File: src/rtl/ac_sched_if.sv
// Bundle of requester, accumulator and result signals around the ac_sched arbiter.
// slave is the scheduler side; master is the environment (sources, accumulator, sink).
interface ac_sched_if #(
    parameter int unsigned NREQ    = 4,
    parameter int unsigned MAX_LEN = 16
);
    localparam int unsigned LW = $clog2(MAX_LEN + 1);
    localparam int unsigned IW = $clog2(NREQ);

    logic [NREQ-1:0]    req;
    logic [NREQ*LW-1:0] req_len;
    logic [NREQ-1:0]    gnt;
    logic [NREQ*8-1:0]  in_data;
    logic [NREQ-1:0]    in_valid;
    logic [NREQ-1:0]    in_ready;
    logic               acc_clr;
    logic [7:0]         acc_in;
    logic [15:0]        acc_sum;
    logic               res_valid;
    logic [IW-1:0]      res_id;
    logic [15:0]        res_sum;
    logic               busy;

    modport slave (
        input  req, req_len, in_data, in_valid, acc_sum,
        output gnt, in_ready, acc_clr, acc_in, res_valid, res_id, res_sum, busy
    );

    modport master (
        output req, req_len, in_data, in_valid, acc_sum,
        input  gnt, in_ready, acc_clr, acc_in, res_valid, res_id, res_sum, busy
    );
endinterface

File: src/rtl/ac_sched.sv
// Round-robin scheduler sharing one 8-bit-in / 16-bit-sum accumulator among NREQ
// requesters: grant, clear, stream one burst (bubbles zero-filled), report the sum.
module ac_sched #(
    parameter int unsigned NREQ    = 4,
    parameter int unsigned MAX_LEN = 16
) (
    input logic       clk,
    input logic       rst,
    ac_sched_if.slave bus
);
    localparam int unsigned LW = $clog2(MAX_LEN + 1);
    localparam int unsigned IW = $clog2(NREQ);

    typedef enum logic [2:0] {StIdle, StClear, StStream, StDrain, StDone} state_e;

    state_e          state_q, state_d;
    logic [IW-1:0]   owner_q, owner_d;
    logic [IW-1:0]   last_owner_q, last_owner_d;
    logic [LW-1:0]   rem_q, rem_d;
    logic            drain_q, drain_d;
    logic [NREQ-1:0] gnt_q, gnt_d;
    logic            acc_clr_q, acc_clr_d;
    logic [7:0]      acc_in_q, acc_in_d;
    logic            res_valid_q, res_valid_d;
    logic [IW-1:0]   res_id_q, res_id_d;
    logic [15:0]     res_sum_q, res_sum_d;

    logic [LW-1:0]   len_arr [NREQ];
    logic [7:0]      data_arr [NREQ];
    logic            win_found;
    logic [IW-1:0]   win_idx;
    logic [IW-1:0]   cand;
    logic [LW-1:0]   len_clamped;
    logic [NREQ-1:0] ready;

    always_comb begin
        for (int i = 0; i < int'(NREQ); i++) begin
            len_arr[i]  = bus.req_len[i*LW +: LW];
            data_arr[i] = bus.in_data[i*8 +: 8];
        end
    end

    // Search starts just after the last served requester so everyone gets a turn.
    always_comb begin
        win_found = 1'b0;
        win_idx   = '0;
        cand      = '0;
        for (int i = 1; i <= int'(NREQ); i++) begin
            cand = IW'((int'(last_owner_q) + i) % int'(NREQ));
            if (!win_found && bus.req[cand]) begin
                win_found = 1'b1;
                win_idx   = cand;
            end
        end
    end

    assign len_clamped = (len_arr[win_idx] > LW'(MAX_LEN)) ? LW'(MAX_LEN) : len_arr[win_idx];

    always_comb begin
        ready = '0;
        if (state_q == StStream) begin
            ready[owner_q] = 1'b1;
        end
    end

    always_comb begin
        state_d      = state_q;
        owner_d      = owner_q;
        last_owner_d = last_owner_q;
        rem_d        = rem_q;
        drain_d      = 1'b0;
        gnt_d        = '0;
        acc_clr_d    = 1'b0;
        acc_in_d     = '0;
        res_valid_d  = 1'b0;
        res_id_d     = res_id_q;
        res_sum_d    = res_sum_q;
        unique case (state_q)
            StIdle: begin
                if (win_found) begin
                    owner_d        = win_idx;
                    rem_d          = len_clamped;
                    gnt_d[win_idx] = 1'b1;
                    acc_clr_d      = 1'b1;
                    state_d        = StClear;
                end
            end
            StClear: state_d = (rem_q != '0) ? StStream : StDrain;
            StStream: begin
                if (bus.in_valid[owner_q]) begin
                    acc_in_d = data_arr[owner_q];
                    rem_d    = rem_q - LW'(1);
                    if (rem_q == LW'(1)) begin
                        state_d = StDrain;
                    end
                end
            end
            StDrain: begin
                // Two cycles let the last addend land in acc_sum before it is captured.
                drain_d = 1'b1;
                if (drain_q) begin
                    res_valid_d  = 1'b1;
                    res_id_d     = owner_q;
                    res_sum_d    = bus.acc_sum;
                    last_owner_d = owner_q;
                    state_d      = StDone;
                end
            end
            StDone:  state_d = StIdle;
            default: state_d = StIdle;
        endcase
    end

    always_ff @(posedge clk or negedge rst) begin
        if (!rst) begin
            state_q      <= StIdle;
            owner_q      <= '0;
            last_owner_q <= IW'(NREQ - 1);
            rem_q        <= '0;
            drain_q      <= 1'b0;
            gnt_q        <= '0;
            acc_clr_q    <= 1'b1;
            acc_in_q     <= '0;
            res_valid_q  <= 1'b0;
            res_id_q     <= '0;
            res_sum_q    <= '0;
        end else begin
            state_q      <= state_d;
            owner_q      <= owner_d;
            last_owner_q <= last_owner_d;
            rem_q        <= rem_d;
            drain_q      <= drain_d;
            gnt_q        <= gnt_d;
            acc_clr_q    <= acc_clr_d;
            acc_in_q     <= acc_in_d;
            res_valid_q  <= res_valid_d;
            res_id_q     <= res_id_d;
            res_sum_q    <= res_sum_d;
        end
    end

    assign bus.gnt       = gnt_q;
    assign bus.in_ready  = ready;
    assign bus.acc_clr   = acc_clr_q;
    assign bus.acc_in    = acc_in_q;
    assign bus.res_valid = res_valid_q;
    assign bus.res_id    = res_id_q;
    assign bus.res_sum   = res_sum_q;
    assign bus.busy      = (state_q != StIdle);
endmodule

File: src/flat_wrapper.sv
// flat-port wrapper written by rule: the top's interface ports become plain ports
module ac_sched_flat 
#(
    parameter int unsigned NREQ    = 4,
    parameter int unsigned MAX_LEN = 16
)
  (clk, rst, bus_req, bus_req_len, bus_in_data, bus_in_valid, bus_acc_sum, bus_gnt, bus_in_ready, bus_acc_clr, bus_acc_in, bus_res_valid, bus_res_id, bus_res_sum, bus_busy);
  ac_sched_if #(.NREQ(NREQ), .MAX_LEN(MAX_LEN)) bus_i ();
  input logic clk;
  input logic rst;
  input wire logic [$bits(bus_i.req)-1:0] bus_req;
  input wire logic [$bits(bus_i.req_len)-1:0] bus_req_len;
  input wire logic [$bits(bus_i.in_data)-1:0] bus_in_data;
  input wire logic [$bits(bus_i.in_valid)-1:0] bus_in_valid;
  input wire logic [$bits(bus_i.acc_sum)-1:0] bus_acc_sum;
  output wire logic [$bits(bus_i.gnt)-1:0] bus_gnt;
  output wire logic [$bits(bus_i.in_ready)-1:0] bus_in_ready;
  output wire logic [$bits(bus_i.acc_clr)-1:0] bus_acc_clr;
  output wire logic [$bits(bus_i.acc_in)-1:0] bus_acc_in;
  output wire logic [$bits(bus_i.res_valid)-1:0] bus_res_valid;
  output wire logic [$bits(bus_i.res_id)-1:0] bus_res_id;
  output wire logic [$bits(bus_i.res_sum)-1:0] bus_res_sum;
  output wire logic [$bits(bus_i.busy)-1:0] bus_busy;
  assign bus_i.req = bus_req;
  assign bus_i.req_len = bus_req_len;
  assign bus_i.in_data = bus_in_data;
  assign bus_i.in_valid = bus_in_valid;
  assign bus_i.acc_sum = bus_acc_sum;
  assign bus_gnt = bus_i.gnt;
  assign bus_in_ready = bus_i.in_ready;
  assign bus_acc_clr = bus_i.acc_clr;
  assign bus_acc_in = bus_i.acc_in;
  assign bus_res_valid = bus_i.res_valid;
  assign bus_res_id = bus_i.res_id;
  assign bus_res_sum = bus_i.res_sum;
  assign bus_busy = bus_i.busy;
  ac_sched #(.NREQ(NREQ), .MAX_LEN(MAX_LEN)) u_core (.clk(clk), .rst(rst), .bus(bus_i));
endmodule
File: config.mk
export PLATFORM = sky130hd
export DESIGN_NAME = ac_sched_flat
export DESIGN_NICKNAME = d
export VERILOG_FILES = /design/src/rtl/ac_sched_if.sv /design/src/rtl/ac_sched.sv /design/src/flat_wrapper.sv
export SDC_FILE = /design/constraint.sdc
export NUM_CORES = 1
export LEC_CHECK = 0
export ABC_CLOCK_PERIOD_IN_PS = 3200
export CAP_MARGIN = 5
export CELL_PAD_IN_SITES_DETAIL_PLACEMENT = 1
export CELL_PAD_IN_SITES_GLOBAL_PLACEMENT = 2
export CORE_MARGIN = 2
export CORE_UTILIZATION = 23
export CTS_CLUSTER_SIZE = 30
export DETAILED_ROUTE_END_ITERATION = 10
export HOLD_SLACK_MARGIN = 0.12
export PLACE_DENSITY = 0.86
export SLEW_MARGIN = 20
export SYNTH_ARGS = -nofsm -noshare
export SYNTH_HDL_FRONTEND = slang
export SYNTH_SLANG_ARGS = --single-unit
File: constraint.sdc
create_clock -name clk -period 3.2 [get_ports clk]
set_clock_uncertainty 0.15 [all_clocks]
set_input_delay 0.96 -clock clk [delete_from_list [all_inputs] [get_ports clk]]
set_output_delay 0.96 -clock clk [all_outputs]
set_load 0.1 [all_outputs]
==> summary.txt <==
Logic synthesis
  • Synth Area in Compound Gates: 10.99%
  • Post-synthesis adder-cell area fraction: 1.104%
  • Simple-gate share of the synthesized area: 21.81%
  • Ys flop type: dfrtp_1
  • Asr flop ratio synth: 100.0%
  • Main combinational cell family by area after synthesis: simple AND/OR/NAND/NOR gates
  • Synth Cell Area: 0.002266 mm^2
  • Mux cell area share after synthesis: 13.20%
  • Synth cell types: 44
  • Synthesis Warnings: 0
  • Sequential element share of the synthesized area: 49.86%
  • Synth Register Bits: 45
  • Xor/xnor share of the synthesized area: 0%
  • Post-Syn Instances: 226
  • Post-Syn Nets: 306
  • Post-synth EDFFs: 0
  • Avg Inst Size Synth: around 10 um^2

Route
  • Initial DRC count: 66
  • Antenna viol nets, final: 0
  • Remaining DRCs: 0
  • Via/cell ratio: 4.420
  • Drt pass-1 iters: 4
  • Post-DR wirelength/cell: approximately 16 um
  • Vias after detailed routing: 2126
  • Drt total wl: between 7 and 8 mm

STA
  • Setup Viol. Count Final: 0
  • Final critical-path setup slack: about 0.18 ns
  • Setup TNS: 0 ns
  • Final hold vios: 0
  • Pins Over Slew Limit: 0
  • Maximum clock rate: ~0.33 GHz
  • Max-slew headroom: 57.75%
  • Fin crit share: a little over nine tenths
  • Unrepaired setup endpoints after global routing: no
  • Measured slew at the worst slew-check pin: between 0.6 and 0.7 ns
  • Fin crit period: 3.020 ns

Clocking
  • Num CTS Buffers: 5
  • H-tree depth: 2
  • CTS sink cnt: 45
  • Post-CTS Setup Repair Bufs: 0
  • CTS Buffer Depth: 2
  • Clk pin slew, worst setup/hold paths: 0.09 ns
  • Later-pin clock latency in the skew report: 0.30 ns
  • CTS tree: yes
  • Clk root buf: clkbuf_8

Place
  • Post-DP HPWL: 6.157 mm
  • Post-DP Area: 0.003583 mm^2
  • Pre-CTS setup slack: -0.1550 ns
  • Port buffer count: ~110
  • Final GP Congestion: 0.7639

Finish
  • Final core area utilization: 37.97%
  • Most frequent cells in the layout: 76 x clkdlybuf4s50_1, 71 x nand2_1, 42 x dfrtp_1
  • Share of layout cells above drive strength 1: 22.13%
  • Layout area overhead: 62.29%
  • Diode count: 0
  • Post-layout nets: around 430
  • Most common cell after layout, fill and taps aside: clkdlybuf4s50_1
  • Post-Layout Inst Area: 0.003677 mm^2

Die
  • Standard-cell rows: 36
  • Starting density of the core: about a quarter
  • Die Y-Extent: 103.3 um
  • # IOs: 115
  • Die width: 103.3 um
  • Core ar.: 0.009684 mm^2
  • Die area: 0.01066 mm^2

Worst hold path
  • HP Class: reg2reg

Global routing
  • First-pass GRT wire length: around 12 mm
  • Gr usage total: 15.17%
  • Met2 Usage GRT: between 20 and 30%
  • Largest net degree at the start of global routing: 27
  • Grt ovf: 0
  • GRT busiest layer: met2
  • M3 GR Usage: under 10%
  • GR Util met1: a little under a fifth
  • Vias in the first global route: 2292
  • Initial antenna violation count: 0

Worst setup path
  • Crit path from: bus_req[0]
  • Worst-path cell chain: clkdlybuf4s50_1 > nand2b_1 > o22ai_2 > nor2_2 > mux4_1 > a221o_1
  • Critical path endpoint: u_core.rem_q[2]
  • Crit. End Element: register
  • Worst Path Required: 3.24 ns
  • Crit path kind: in2reg
  • Reg-to-Reg Start: u_core.owner_q[0]
  • CP Max Fanout: 6
  • R2R setup slack: around 0.75 ns
  • Max incr delay on CP: 0.60 ns
  • Reg-to-reg endpoint: u_core.rem_q[3]
  • CP max stage cell: mux4_1
  • CP startpoint kind: input pin
  • Critical path arrival: 3.06 ns
  • Worst r2r path cells: 6

Power
  • Pwr dens: between 1000 and 1500 mW/mm^2
  • Leakage: around 1.7 nW
  • Peak VDD IR: 0.5366 mV
  • Overall Power: 4.209 mW

Flow run
  • Max Cap Viol: 0

Outcome
  • Status: finished, final reports clean
[report_power, final]
part | internal (mW) | switching (mW) | total, mW
clock | 0.177 | 0.193 | 0.369
sequential | 0.823 | 0.229 | 1.05
combinational | 0.797 | 1.99 | 2.79
total | 1.80 | 2.41 | 4.21
[kinds of logic (layout without fill, tap and decap cells)]
group           after synthesis  after routing
mux                          14             14
fa+ha+maj                     2              2
simple gates                115            115
compound gates               32             32
buf+inv                      18            140
flops                        45             45
[critical path: cells and delay by family]
family          cells  cell delay (ns)
mux                 1             0.60
buf+inv             1             0.54
simple gates        2             0.52
compound gates      2             0.44
[sequential cells by signal, summed over array words and instances (netlist names)]
| register | cells |
|---|---|
| u_core.owner_q | 2 |
| u_core.drain_q | 1 |
| u_core.last_owner_q | 2 |
| u_core.bus.gnt | 4 |
| u_core.bus.acc_clr | 1 |
| u_core.bus.res_sum | 16 |
| u_core.bus.res_valid | 1 |
| u_core.state_q | 3 |
| u_core.bus.acc_in | 8 |
| u_core.bus.res_id | 2 |
| u_core.rem_q | 5 |
[timing repair]
item,CTS,global route
hold buffers,0,0
gates resized for setup,0,1
endpoints found under the setup margin,0,2
[layout make-up]
type	instances	area [um^2]
sequential	45	1130
tap	133	166.4
clock buffer	8	90.09
inverter	9	37.54
fill	1097	6007
multi-input combinational	163	1080
timing repair buffer	123	1174
[how the worst min path moves through the flow]
stage / startpoint / end / slack, ns / depth (start not counted)
after floorplan: u_core.last_owner_q[0] / u_core.last_owner_q[0] / 0.31 / 2
after global placement: u_core.bus.res_sum[3] / u_core.bus.res_sum[3] / 0.31 / 2
after detailed placement: u_core.bus.res_sum[11] / u_core.bus.res_sum[11] / 0.32 / 2
after CTS: u_core.bus.res_sum[11] / u_core.bus.res_sum[11] / 0.34 / 2
after global routing: u_core.bus.res_sum[7] / u_core.bus.res_sum[7] / 0.36 / 2
final: u_core.bus.res_sum[11] / u_core.bus.res_sum[11] / 0.33 / 2
[cell usage after synthesis (2+ instances only)]
library cell / instances / area share [%]
nand2_1: 71 / 12
dfrtp_1: 42 / 46
nor2_1: 19 / 3.1
mux4_2: 10 / 9.9
and3_1: 9 / 2.5
inv_1: 8 / 1.3
clkbuf_1: 7 / 1.2
o21ai_0: 6 / 1.3
a21oi_1: 4 / 0.88
a211oi_1: 3 / 0.99
a221o_1: 3 / 1.3
dfstp_2: 3 / 3.5
nand3b_1: 3 / 0.99
nor3_1: 3 / 0.66
a311oi_1: 2 / 0.77
ha_1: 2 / 1.1
mux4_1: 2 / 2.3
nand2b_1: 2 / 0.55
nand3_1: 2 / 0.44
[routing by layer]
layer  up-vias  part of all wire (%)
li1       1037                     -
met1      1049                    41
met2        28                    55
met3        12                   1.9
met4         0                   2.3
met5         -                     0
[metrics by stage]
step                      std cells  hold WS (ns)
after global placement          473        0.3101
after CTS                       481        0.3385
after detailed placement        473        0.3167
final                           481        0.3296
after floorplan                 226        0.3126
after global routing            481        0.3590
Note: power is estimated with default switching activity, not from simulation.
